--- config.mk ---
export PLATFORM = sky130hd
export DESIGN_NAME = i3c_xfer_sequencer
export DESIGN_NICKNAME = d
export VERILOG_FILES = /design/src/rtl/i3c_xfer_sequencer.sv
export SDC_FILE = /design/constraint.sdc
export NUM_CORES = 1
export LEC_CHECK = 0
export ABC_AREA = 1
export BUFFER_PORTS_ARGS = -buffer_cell sky130_fd_sc_hd__buf_2
export CORE_MARGIN = 2
export CORE_UTILIZATION = 25
export DETAILED_ROUTE_END_ITERATION = 10
export GPL_ROUTABILITY_DRIVEN = 1
export SLEW_MARGIN = 20
export SYNTH_ARGS = -nofsm -noshare
export SYNTH_HDL_FRONTEND = slang
export SYNTH_SLANG_ARGS = --single-unit
--- constraint.sdc ---
create_clock -name clk_i -period 2.9 [get_ports clk_i]
set_input_delay 0.58 -clock clk_i [delete_from_list [all_inputs] [get_ports clk_i]]
set_output_delay 0.58 -clock clk_i [all_outputs]
set_load 0.02 [all_outputs]
--- src/rtl/i3c_xfer_sequencer.sv ---
// i3c_xfer_sequencer: multi-byte I3C START/ADDRESS/DATA/STOP sequencer with NACK retry and abort.
// Optional ACK timeout in ADDRESS/DATA enabled by defining I3C_XFER_TIMEOUT_EN.
module i3c_xfer_sequencer #(
  parameter int MAX_BYTES      = 16,
  parameter int LEN_W          = $clog2(MAX_BYTES + 1),
  parameter int MAX_RETRIES    = 3,
  parameter int TIMEOUT_CYCLES = 255
) (
  input  logic             clk_i,
  input  logic             rst_ni,
  input  logic             start_i,
  input  logic             rd_nwr_i,
  input  logic [LEN_W-1:0] len_i,
  input  logic             abort_i,
  input  logic             addr_valid_i,
  input  logic             addr_acked_i,
  input  logic             data_valid_i,
  input  logic             data_acked_i,
  output logic [2:0]       state_o,
  output logic             rd_nwr_o,
  output logic [LEN_W-1:0] byte_idx_o,
  output logic [1:0]       retry_cnt_o,
  output logic             busy_o,
  output logic             transfer_complete_o,
  output logic             error_o,
  output logic [1:0]       err_code_o
);
  typedef enum logic [2:0] {
    IDLE    = 3'd0,
    START   = 3'd1,
    ADDRESS = 3'd2,
    DATA    = 3'd3,
    STOP    = 3'd4,
    ERROR   = 3'd5,
    RESTART = 3'd6
  } state_t;
  state_t           state;
  logic [LEN_W-1:0] len, byte_idx, len_clamped;
  logic [1:0]       retry_cnt, err_code;
  logic             rd_nwr, tmo;
  assign len_clamped = (len_i > LEN_W'(MAX_BYTES)) ? LEN_W'(MAX_BYTES) : len_i;
`ifdef I3C_XFER_TIMEOUT_EN
  localparam int TW = $clog2(TIMEOUT_CYCLES + 1);
  logic [TW-1:0] tmo_cnt;
  logic          waiting, strobe;
  assign waiting = (state == ADDRESS) || (state == DATA);
  assign strobe  = (state == ADDRESS && addr_valid_i) || (state == DATA && data_valid_i);
  // Fires on the cycle the count would reach TIMEOUT_CYCLES; a strobe in that cycle wins.
  assign tmo     = waiting && !strobe && tmo_cnt == TW'(TIMEOUT_CYCLES - 1);
  always_ff @(posedge clk_i or negedge rst_ni)
    if (!rst_ni) tmo_cnt <= '0;
    else tmo_cnt <= (!waiting || strobe) ? '0 : tmo_cnt + 1'b1;
`else
  assign tmo = 1'b0;
`endif
  always_ff @(posedge clk_i or negedge rst_ni)
    if (!rst_ni) begin
      state     <= IDLE;
      len       <= '0;
      rd_nwr    <= 1'b0;
      byte_idx  <= '0;
      retry_cnt <= '0;
      err_code  <= '0;
    end else begin
      case (state)
        IDLE:
          if (start_i) begin
            state     <= START;
            len       <= len_clamped;
            rd_nwr    <= rd_nwr_i;
            byte_idx  <= '0;
            retry_cnt <= '0;
            err_code  <= '0;
          end
        START, RESTART:
          if (abort_i) begin
            state    <= STOP;
            err_code <= 2'd3;
          end else state <= ADDRESS;
        ADDRESS:
          if (abort_i) begin
            state    <= STOP;
            err_code <= 2'd3;
          end else if (addr_valid_i) begin
            if (addr_acked_i) state <= (len == '0) ? STOP : DATA;
            else if (int'(retry_cnt) < MAX_RETRIES) begin
              state     <= RESTART;
              retry_cnt <= retry_cnt + {1'b0, retry_cnt != 2'd3};
            end else begin
              state    <= ERROR;
              err_code <= 2'd1;
            end
          end else if (tmo) begin
            state    <= ERROR;
            err_code <= 2'd3;
          end
        DATA:
          if (abort_i) begin
            state    <= STOP;
            err_code <= 2'd3;
          end else if (data_valid_i) begin
            if (data_acked_i) begin
              byte_idx <= byte_idx + 1'b1;
              if (byte_idx + 1'b1 == len) state <= STOP;
            end else begin
              state    <= ERROR;
              err_code <= 2'd2;
            end
          end else if (tmo) begin
            state    <= ERROR;
            err_code <= 2'd3;
          end
        default: state <= IDLE;
      endcase
    end
  assign state_o             = state;
  assign rd_nwr_o            = rd_nwr;
  assign byte_idx_o          = byte_idx;
  assign retry_cnt_o         = retry_cnt;
  assign busy_o              = state != IDLE;
  assign transfer_complete_o = state == STOP && err_code == 2'd0;
  assign error_o             = state == ERROR;
  assign err_code_o          = err_code;
endmodule

==> results_dict.tcl <==
set metrics [dict create \
    fill_cells 575 \
    synth_fp_nets 183 \
    synth-adder-area-share_pct 0.977 \
    worstSetupPathType "flop to output pin" \
    grt_antenna_before_repair 0 \
    crit_buf_inv 2 \
    peakVddDrop_v 0.000334 \
    avgRoutedWirePerCell_um 10.6 \
    coreArea_um2 5010 \
    syn_inst 168 \
    cp.arrival_ns 1.22 \
    first_iter_violations 29 \
    rr_worst_depth 12 \
    max_freq_mhz 555 \
    clk_pin_slew_ns 0.08 \
    grt_pass1_vias 1109 \
    synthMuxAreaShare_pct 0 \
    post_cts_resized 0 \
    relSlewSlack_pct 74.0 \
    synth-edff-count 0 \
    worstMarginPinSlew_ns 0.385 \
    cts_setup_buffers 0 \
    vias_per_cell 4.32 \
    finalPower_mw 1.34 \
    status "complete, no violations" \
    finalCritPeriodShare_pct 62.2 \
    skew_ns 0.00860 \
    syn2layout_area_growth_pct 21.9 \
    yosys.area_share.simple_pct 41.5 \
    gp_congestion 0.828 \
    cts.sinks 18 \
    place_area_um2 1510 \
    maxSlewViolCount 0 \
    rsz0062_at_grt "false" \
    timing.max_cap.violations 0 \
    final_area_um2 1560 \
    dr.pass1.iters 4 \
    hold_class "input pin to asynchronous set/reset pin" \
    endpoint_kind "output pin" \
    cts_tree "built" \
    die_w_um 75.6 \
    crit_fanout 4 \
    multi_input_area_um2 714 \
    numCtsBuffers 3 \
    start_kind "flop" \
    synth_top_family_by_area "simple AND/OR/NAND/NOR gates" \
    finalSetupTns_ns 0 \
    fp.dieArea_um2 5710 \
    ff_latch_area_um2 450 \
    layout.nets 216 \
    p_leak_nw 0.786 \
    htreeDepth 1 \
    diodes 0 \
    critPathTopFamily "flip-flops" \
    ys_warn_count 0 \
    gr-usage-all-layers_pct 11.3 \
    cpPeakStageDelay_ns 0.44 \
    path_depth 4 \
    yosysTopAreaCell "dfrtp_1" \
    clk-insertion-delay-late_ns 0.26 \
    ant_nets 0 \
    drcViolationCount 0 \
    grt_remaining_overflow 0 \
    setup_viol 0 \
    cp_slowest_cell "dfrtp_1" \
    vias 1167 \
    cp_cell_sequence "inv_2 > nand3_1 > nor3_1 > buf_2" \
    seq_area_frac_synth_pct 35.2 \
    layout-drive-gt1-share_pct 35.0 \
    netlist_area_um2 1280 \
    std_cell_rows 26 \
    ios 30 \
    hold_violations 0 \
    clock_path_buffers 2 \
    numPortBuffers 29 \
    synthArstFlopShare_pct 100 \
    powerDensity_nw_per_um2 857 \
    ys.flop_type "dfrtp_1" \
    cts_root_buf "clkbuf_8" \
    layout_common_cells "nand2_1, buf_2, inv_1, dfrtp_1, nor2_1" \
    die_h_um 75.6 \
    wl_um 2850 \
    yosys_register_bits 18 \
    required_ns 2.32 \
    start_util_pct 25.6 \
    synth.top_cell.area_share_pct 35.2 \
    synth_compound_area_share_pct 13.3 \
    grt_start_max_net_pins 19 \
    synthTopCellsByArea "dfrtp_1, nand2_1, inv_1" \
    synth-xor-area-share_pct 0 \
    dpl.hpwl_um 2330 \
    final_common_cell "nand2_1" \
    post-route-min-period_ns 1.80 \
    synth.avg_cell_area_um2 7.63 \
    yosysUniqueCellTypes 32 \
    grt_pass1_wl_um 4950 \
    holdBufCountCts 0 \
]
path summary, 6_finish.rpt:
kind	slack (ns)	startpoint	end
min in group clk_i	0.49	rd_nwr_o	rd_nwr_o
hold / removal	0.24	rst_ni	byte_idx_o[3]
setup reg to reg	1.21	byte_idx_o[0]	state_o[1]
setup / recovery	1.10	state_o[1]	transfer_complete_o
hold reg to reg	0.49	rd_nwr_o	rd_nwr_o
max in group asynchronous	2.37	rst_ni	retry_cnt_o[1]
stage by stage:
stage               setup slack (ns)  hold slack (ns)  utilization [%]  cells
floorplan                       1.16            0.284                -    168
global placement                1.25            0.473             30.1    266
detailed placement              1.23            0.472             30.1    266
CTS                             1.08            0.261             31.2    270
global route                    1.01            0.273             31.2    270
finish                          1.10            0.236             31.2    270
metal layers:
| layer | share of wire, % | vias up | track usage, % | routed length, um |
|---|---|---|---|---|
| met3 | 3.6 | 2 | 1.32 | 102 |
| met1 | 48 | 531 | 15.5 | 1380 |
| met4 | 1.2 | 0 | 4.09 | 34 |
| met2 | 47 | 19 | 18.5 | 1340 |
| li1 | - | 615 | - | - |
| met5 | 0 | - | 0 | 0 |
cells in the mapped netlist (2+ instances only):
cell type,instances
nand3_4,3
nand3_1,11
nand2_4,2
inv_2,7
nor2_2,2
o21ai_0,7
inv_1,18
nor2_1,14
o21ai_1,2
dfrtp_1,18
nor2_4,3
nand3_2,4
o22ai_2,3
nand2_1,42
nand2_2,5
a21oi_1,3
nand4_1,7
o21ai_2,3
power breakdown:
group	switching [mW]	internal, mW
Combinational	0.460	0.249
Clock	0.0887	0.121
Sequential	0.0866	0.332
Total	0.636	0.702
final cells by class:
class / instances / area share (%)
repair buffers: 29 / 9.29
inverters: 27 / 6.97
flip-flops and latches: 18 / 28.8
well taps: 70 / 5.61
clock buffers: 4 / 3.53
multi-input cells: 122 / 45.8
registers in the layout (all words and copies together), names as in the netlist:
signal	flops
byte_idx_o	5
err_code_o	2
len	5
rd_nwr_o	1
retry_cnt_o	2
state_o	3
logic make-up after synthesis:
| family | count (synthesis) |
|---|---|
| AO/OA/AOI/OAI | 24 |
| flip-flops | 18 |
| buffers and inverters | 28 |
| adder cells (fa/ha/maj) | 1 |
| AND/OR/NAND/NOR | 97 |
(Power assumes the default switching activity.)
